--- config.mk ---
export PLATFORM = sky130hd
export DESIGN_NAME = game_stage_fsm
export DESIGN_NICKNAME = d
export VERILOG_FILES = /design/src/rtl/game_stage_fsm.sv
export SDC_FILE = /design/constraint.sdc
export NUM_CORES = 1
export LEC_CHECK = 0
export ABC_AREA = 1
export CAP_MARGIN = 40
export CELL_PAD_IN_SITES_DETAIL_PLACEMENT = 1
export CELL_PAD_IN_SITES_GLOBAL_PLACEMENT = 1
export CORE_UTILIZATION = 41
export CTS_BUF_LIST = sky130_fd_sc_hd__clkbuf_2
export CTS_CLUSTER_DIAMETER = 40
export DETAILED_ROUTE_END_ITERATION = 10
export PLACE_DENSITY = 0.77
export RECOVER_POWER = 25
export SLEW_MARGIN = 20
export SYNTH_ARGS = -nofsm -noshare
export SYNTH_HDL_FRONTEND = slang
export SYNTH_SLANG_ARGS = --single-unit
export TNS_END_PERCENT = 30
--- constraint.sdc ---
create_clock -name Clk -period 2.4 [get_ports Clk]
set_clock_uncertainty 0.2 [all_clocks]
set_input_delay 0.48 -clock Clk [delete_from_list [all_inputs] [get_ports Clk]]
set_output_delay 0.48 -clock Clk [all_outputs]
set_load 0.01 [all_outputs]
--- src/rtl/game_stage_fsm.sv ---
// Game stage controller: start screen, battle, win and lose screens.
// Sequences the stages from Enter/Esc key presses, player-death flags and
// VGA frame ticks. Every output comes straight from a flop.
module game_stage_fsm #(
    parameter logic [7:0]  ENTER_KEY  = 8'h28,
    parameter logic [7:0]  ESC_KEY    = 8'h29,
    parameter int unsigned START_HOLD = 60,
    parameter int unsigned END_HOLD   = 120
) (
    input  logic       Clk,
    input  logic       Reset_n,
    input  logic       frame_clk,
    input  logic [7:0] keycode,
    input  logic       p1_dead,
    input  logic       p2_dead,
    output logic       start_l,
    output logic       battle_l,
    output logic       win_l,
    output logic       lose_l,
    output logic       round_reset
);

    localparam logic [7:0] StartHoldC = 8'(START_HOLD);
    localparam logic [7:0] EndHoldC   = 8'(END_HOLD);

    typedef enum logic [1:0] {StStart, StBattle, StWin, StLose} state_e;

    state_e     state_q, state_d;
    logic [7:0] hold_cnt_q, hold_cnt_d;
    logic       fc_sync1_q, fc_sync1_d;
    logic       fc_sync2_q, fc_sync2_d;
    logic       fc_prev_q, fc_prev_d;
    logic [1:0] fc_fill_q, fc_fill_d;
    logic       fc_armed_q, fc_armed_d;
    logic       enter_prev_q, enter_prev_d;
    logic       start_l_q, start_l_d;
    logic       battle_l_q, battle_l_d;
    logic       win_l_q, win_l_d;
    logic       lose_l_q, lose_l_d;
    logic       round_reset_q, round_reset_d;

    logic       frame_tick;
    logic       enter_match;
    logic       enter_press;
    logic       esc_match;
    logic [7:0] hold_lim;

    // Frame sync chain, edge detect and key-press qualification.
    // fc_fill counts the edges until the sync chain holds a real sample;
    // the edge detector only arms once it has seen frame_clk low, so a
    // frame_clk held high through reset does not produce a tick.
    always_comb begin
        fc_sync1_d   = frame_clk;
        fc_sync2_d   = fc_sync1_q;
        fc_prev_d    = fc_sync2_q;
        fc_fill_d    = (fc_fill_q == 2'd2) ? fc_fill_q : fc_fill_q + 2'd1;
        fc_armed_d   = fc_armed_q | ((fc_fill_q == 2'd2) & ~fc_sync2_q);
        frame_tick   = fc_sync2_q & ~fc_prev_q & fc_armed_q;
        enter_match  = (keycode == ENTER_KEY);
        enter_prev_d = enter_match;
        enter_press  = enter_match & ~enter_prev_q;
        esc_match    = (keycode == ESC_KEY);
    end

    // Next-state logic; Esc outside START overrides everything else.
    always_comb begin
        state_d = state_q;
        if (state_q != StStart && esc_match) begin
            state_d = StStart;
        end else begin
            unique case (state_q)
                StStart: begin
                    if (hold_cnt_q >= StartHoldC && enter_press) state_d = StBattle;
                end
                StBattle: begin
                    if (p1_dead)      state_d = StLose;
                    else if (p2_dead) state_d = StWin;
                end
                StWin, StLose: begin
                    if (hold_cnt_q >= EndHoldC && enter_press) state_d = StStart;
                end
                default: state_d = StStart;
            endcase
        end
    end

    // Frame hold counter: clears on any stage change, saturates at the stage limit.
    always_comb begin
        unique case (state_q)
            StStart:  hold_lim = StartHoldC;
            StBattle: hold_lim = 8'd0;
            default:  hold_lim = EndHoldC;
        endcase
        hold_cnt_d = hold_cnt_q;
        if (state_d != state_q) begin
            hold_cnt_d = 8'd0;
        end else if (frame_tick && hold_cnt_q < hold_lim) begin
            hold_cnt_d = hold_cnt_q + 8'd1;
        end
    end

    // Registered stage outputs, decoded from the next state.
    always_comb begin
        start_l_d     = (state_d == StStart);
        battle_l_d    = (state_d == StBattle);
        win_l_d       = (state_d == StWin);
        lose_l_d      = (state_d == StLose);
        round_reset_d = (state_q == StStart) && (state_d == StBattle);
    end

    // State registers with asynchronous active-low reset.
    always_ff @(posedge Clk or negedge Reset_n) begin
        if (!Reset_n) begin
            state_q       <= StStart;
            hold_cnt_q    <= 8'd0;
            fc_sync1_q    <= 1'b0;
            fc_sync2_q    <= 1'b0;
            fc_prev_q     <= 1'b0;
            fc_fill_q     <= 2'd0;
            fc_armed_q    <= 1'b0;
            enter_prev_q  <= 1'b1;
            start_l_q     <= 1'b1;
            battle_l_q    <= 1'b0;
            win_l_q       <= 1'b0;
            lose_l_q      <= 1'b0;
            round_reset_q <= 1'b0;
        end else begin
            state_q       <= state_d;
            hold_cnt_q    <= hold_cnt_d;
            fc_sync1_q    <= fc_sync1_d;
            fc_sync2_q    <= fc_sync2_d;
            fc_prev_q     <= fc_prev_d;
            fc_fill_q     <= fc_fill_d;
            fc_armed_q    <= fc_armed_d;
            enter_prev_q  <= enter_prev_d;
            start_l_q     <= start_l_d;
            battle_l_q    <= battle_l_d;
            win_l_q       <= win_l_d;
            lose_l_q      <= lose_l_d;
            round_reset_q <= round_reset_d;
        end
    end

    assign start_l     = start_l_q;
    assign battle_l    = battle_l_q;
    assign win_l       = win_l_q;
    assign lose_l      = lose_l_q;
    assign round_reset = round_reset_q;

endmodule

# == After elaboration in Yosys (flattened, before gate mapping) ==
# Index checks and enable logic that the tools add are counted.
# totals
register_bits,22
in_bits,13
word_cells,55
# op_classes
add_sub_neg,2
n_lt_le_gt_ge,3
n_eq_ne,10
mux,9
bitwise,8
n_reduce_logical,10
# ops
cell,count
$eq A8 B6 Y1 const B,2
$mux W8,2
$pmux W7 S2,1
$eq A2 B2 Y1 const B,5
$mux W2,5
$add A8 B1 Y8 const B,1
$ge A8 B6 Y1 const B,1
$ge A8 B7 Y1 const B,1
$lt A8 B8 Y1,1
$pmux W2 S3,1
$logic_and A1 B1 Y1,5
$and A1 B1 Y1,4
$eq A2 B1 Y1 const B,2
$logic_not A2 Y1,2
$reduce_bool A2 Y1,2
$not A1 Y1,3
$add A2 B1 Y2 const B,1
$ne A2 B2 Y1,1
$reduce_or A2 Y1,1
$or A1 B1 Y1,1

# == Longest topological paths before layout ==
# logic_depth
ltp_word,8
ltp_mapped,13
ltp_nobuf,13

# == Worst setup path after synthesis ==
# Ideal clock, no wire load.
# synth_path
kind,register to register
startpoint,register state_q[1]
endpoint,register hold_cnt_q[3]
t_arrival_ps,1623
slack_ps,457
path_stages_with_launch,11
n_path_buf,0
period_less_slack_ps,1943
path_cell_list,dfrtp_1 inv_1 nand2_1 inv_1 ha_1 a21oi_1 o21a_1 nand3_2 nor2_1 xnor2_1 nor2_1
# synth_via
elab_chain_cells,6
# synth_rtl
item,line_no,rtl
"start, declared",28,"state_e state_q, state_d;"
"start signal, assigned",114,state_q <= StStart;
"start signal, assigned",128,state_q <= state_d;
branches (longest 6 deep; another with $lt A8 B8 Y1),--,
"end signal, assigned",129,hold_cnt_q <= hold_cnt_d;
"end, declared",29,"logic [7:0] hold_cnt_q, hold_cnt_d;"
# Several ways; the timed one is not identified.
# A chain may end at the register's enable or synchronous reset.

# == Worst setup path in the final report ==
# layout_path
startpoint,register state_q[1]
endpoint,register hold_cnt_q[2]
# The elaborated chain is that of the path after synthesis.

==> impl_metrics.env <==
export IMPL_antenna_cells=0
export IMPL_portBuffers=17
export IMPL_syn_area_mm2=0.00120
export IMPL_place_gp_congestion=0.827
export IMPL_slew_limit_headroom=0.489
export IMPL_fmax_mhz=452
export IMPL_seqPwrFrac=0.414
export IMPL_yosys_area_top_type="dfrtp_1"
export IMPL_dp_final_hpwl_um=2090
export IMPL_drc=0
export IMPL_synth_top_area_frac=0.416
export IMPL_vias_per_cell=4.82
export IMPL_nNetsFinal=196
export IMPL_antenna_found_initial=0
export IMPL_routedWlPerCell_um=13.0
export IMPL_cts_tree="built"
export IMPL_worstPathRequired_ns=2.45
export IMPL_p_int_w=0.000740
export IMPL_grt_pass1_wl_um=4500
export IMPL_worstMarginPinSlew_ns=0.767
export IMPL_synthDistinctLibCells=20
export IMPL_timing_final_ws_setup_ns=0.189
export IMPL_synthCells=149
export IMPL_drt_pass1_iterations=4
export IMPL_fp_dieH_um=56.2
export IMPL_io_pins=18
export IMPL_dr_first_iter_drc_count=4
export IMPL_ys_ff_latch=22
export IMPL_cts_max_path_buffers=2
export IMPL_hold_buffers=0
export IMPL_setup_viol=0
export IMPL_tns_ns=0
export IMPL_leakagePower_nw=0.718
export IMPL_p_sw_frac=0.337
export IMPL_startpoint="state_q[1]$_DFF_PN0_"
export IMPL_hold_start="fc_sync1_q$_DFF_PN0_"
export IMPL_cp_end_kind="flip-flop"
export IMPL_rows=19
export IMPL_power_density_mw_per_mm2=743
export IMPL_p_clk_frac=0.232
export IMPL_dieArea_mm2=0.00316
export IMPL_grt_pass1_vias=1042
export IMPL_track_usage=0.187
export IMPL_cts_buffers=3
export IMPL_hold_class="reg -> reg"
export IMPL_critical_path_peak_fanout=6
export IMPL_synth_ff_type="dfrtp_1"
export IMPL_syn_nets=169
export IMPL_outcome="finished, final reports clean"
export IMPL_async_flop_share=1.00
export IMPL_area_growth_pct=24.8
export IMPL_drive_gt1_frac=0.137
export IMPL_cts_htree_levels=1
export IMPL_worstPathArrival_ns=2.26
export IMPL_grt_ovfl_total=0
export IMPL_clock_latency_ns=0.32
export IMPL_syn_area_per_cell_um2=8.08
export IMPL_ant_nets=0
export IMPL_synth_edff_count=0
export IMPL_synth_warnings=0
export IMPL_switchingPower_w=0.000376
export IMPL_ys_seq_area_frac=0.459
export IMPL_ir_drop_uv=520
export IMPL_crit_type="reg -> reg"
export IMPL_drv_cap=0
export IMPL_place_ws_ns=0.00353
export IMPL_rsz0062_at_grt="false"
export IMPL_min_period_ns=2.21
export IMPL_r2r_start="state_q[1]$_DFF_PN0_"
export IMPL_grt_max_degree=16
export IMPL_root_buffer="clkbuf_2"
export IMPL_crit_path_start_kind="flip-flop"
export IMPL_die_w_um=56.2
export IMPL_fin_crit_sh=0.921
export IMPL_start_util=0.436
export IMPL_drt_wl_total_um=2670
export IMPL_hold_violations=0
export IMPL_share_comb_of_total_power=0.354
export IMPL_fp_coreArea_mm2=0.00276
export IMPL_clock_sinks=22
export IMPL_synth_area_top_cells="dfrtp_1, inv_1, nor2_1, nand2_1, ha_1"
export IMPL_clkTransAtPathRegs_ns=0.21
export IMPL_vias=992
export IMPL_drv_slew=0
-- sequential cells by signal (all words and copies together) (netlist names) --
name and cells:
fc_armed_q 1, round_reset 1, fc_prev_d 1, fc_prev_q 1, start_l 1, enter_prev_q 1
fc_sync1_q 1, battle_l 1, fc_fill_q 2, state_q 2, win_l 1, lose_l 1
hold_cnt_q 8
-- power groups by stage --
stage          combinational [W]  clock [W]  sequential, W
2_1_floorplan           0.000212          0       0.000476
3_3_place_gp            0.000335          0       0.000470
3_5_place_dp            0.000351          0       0.000474
4_1_cts                 0.000352   0.000266       0.000467
5_1_grt                 0.000439   0.000284       0.000470
6_report                0.000395   0.000259       0.000463
-- layout make-up --
cell class | count | area, um^2
well taps | 31 | 38.8
fillers | 344 | 1250
clock buffers | 3 | 15.0
repair buffers | 22 | 204
flip-flops and latches | 22 | 553
inverters | 30 | 113
multi-input cells | 97 | 549
clock inverters | 1 | 30.0
-- logic make-up after synthesis --
family / share of synthesized area
compound gates: 0.0499
buf+inv: 0.0936
flops: 0.459
fa+ha+maj: 0.0728
simple gates: 0.288
xor+xnor: 0.0364
-- worst paths after layout --
check / end / slack (ns) / depth (start not counted)
min: fc_prev_d$_DFF_PN0_ / 0.19 / 0
max in group asynchronous: hold_cnt_q[6]$_DFFE_PN0P_ / 0.74 / 2
min reg2reg: fc_prev_d$_DFF_PN0_ / 0.19 / 0
max: hold_cnt_q[2]$_DFFE_PN0P_ / 0.19 / 10
max reg2reg: hold_cnt_q[2]$_DFFE_PN0P_ / 0.19 / 10
min in group asynchronous: state_q[0]$_DFF_PN0_ / 0.26 / 1
-- worst max-delay path: stages (launching register included) --
cell	delay, ns
dfrtp_1	0.45
inv_1	0.13
nand2_1	0.10
inv_2	0.10
ha_1	0.25
a21oi_1	0.14
o21a_1	0.19
nand3_4	0.13
nor2_4	0.20
xor2_1	0.18
nor2_1	0.07
-- per-layer routing --
metal,share of wire,vias up,global-route usage
li1,-,502,-
met1,0.44,478,0.238
met2,0.53,10,0.316
met3,0.017,2,0.0233
met4,0.011,0,0.0836
met5,0,-,0
-- repair_timing --
item | in CTS | in global routing
setup endpoints to repair | 0 | 5
setup buffers | 0 | 4
resized for setup | 0 | 3
endpoints found under the hold margin | 0 | 0
-- synthesized netlist by cell type (2+ instances only) --
master and instances:
nor2_1 27, a21oi_1 3, o21ai_1 2, xnor2_1 3, nand2_2 6, nand2_1 24, nor3_1 3, nor2_4 2
ha_1 7, o21ai_0 4, nor2_2 2, xor2_1 2, nand3_1 8, dfstp_2 2, dfrtp_1 20, inv_1 30
-- placed cells by master (no fill, tap or decap), types with 3 or more instances in the layout --
master,synthesis,layout
a21oi_1,3,3
ha_1,7,7
nand3_1,8,8
o21ai_0,4,4
nand2_1,24,24
clkbuf_2,0,3
clkdlybuf4s50_1,0,15
nor3_1,3,3
inv_1,30,29
nor2_1,27,27
nand2_2,6,6
buf_4,0,4
xnor2_1,3,3
dfrtp_1,20,20
-- metrics by stage --
step                 util  area [um^2]  power [W]  std cells  hold slack, ns
global placement    0.515         1420   0.000805        198           0.144
CTS                 0.531         1470    0.00108        202           0.196
finish              0.545         1500    0.00112        206           0.192
detailed placement  0.515         1420   0.000825        198           0.146
floorplan               -         1200   0.000688        149         -0.0156
global route        0.545         1500    0.00119        206           0.209
(Power assumes the default switching activity.)
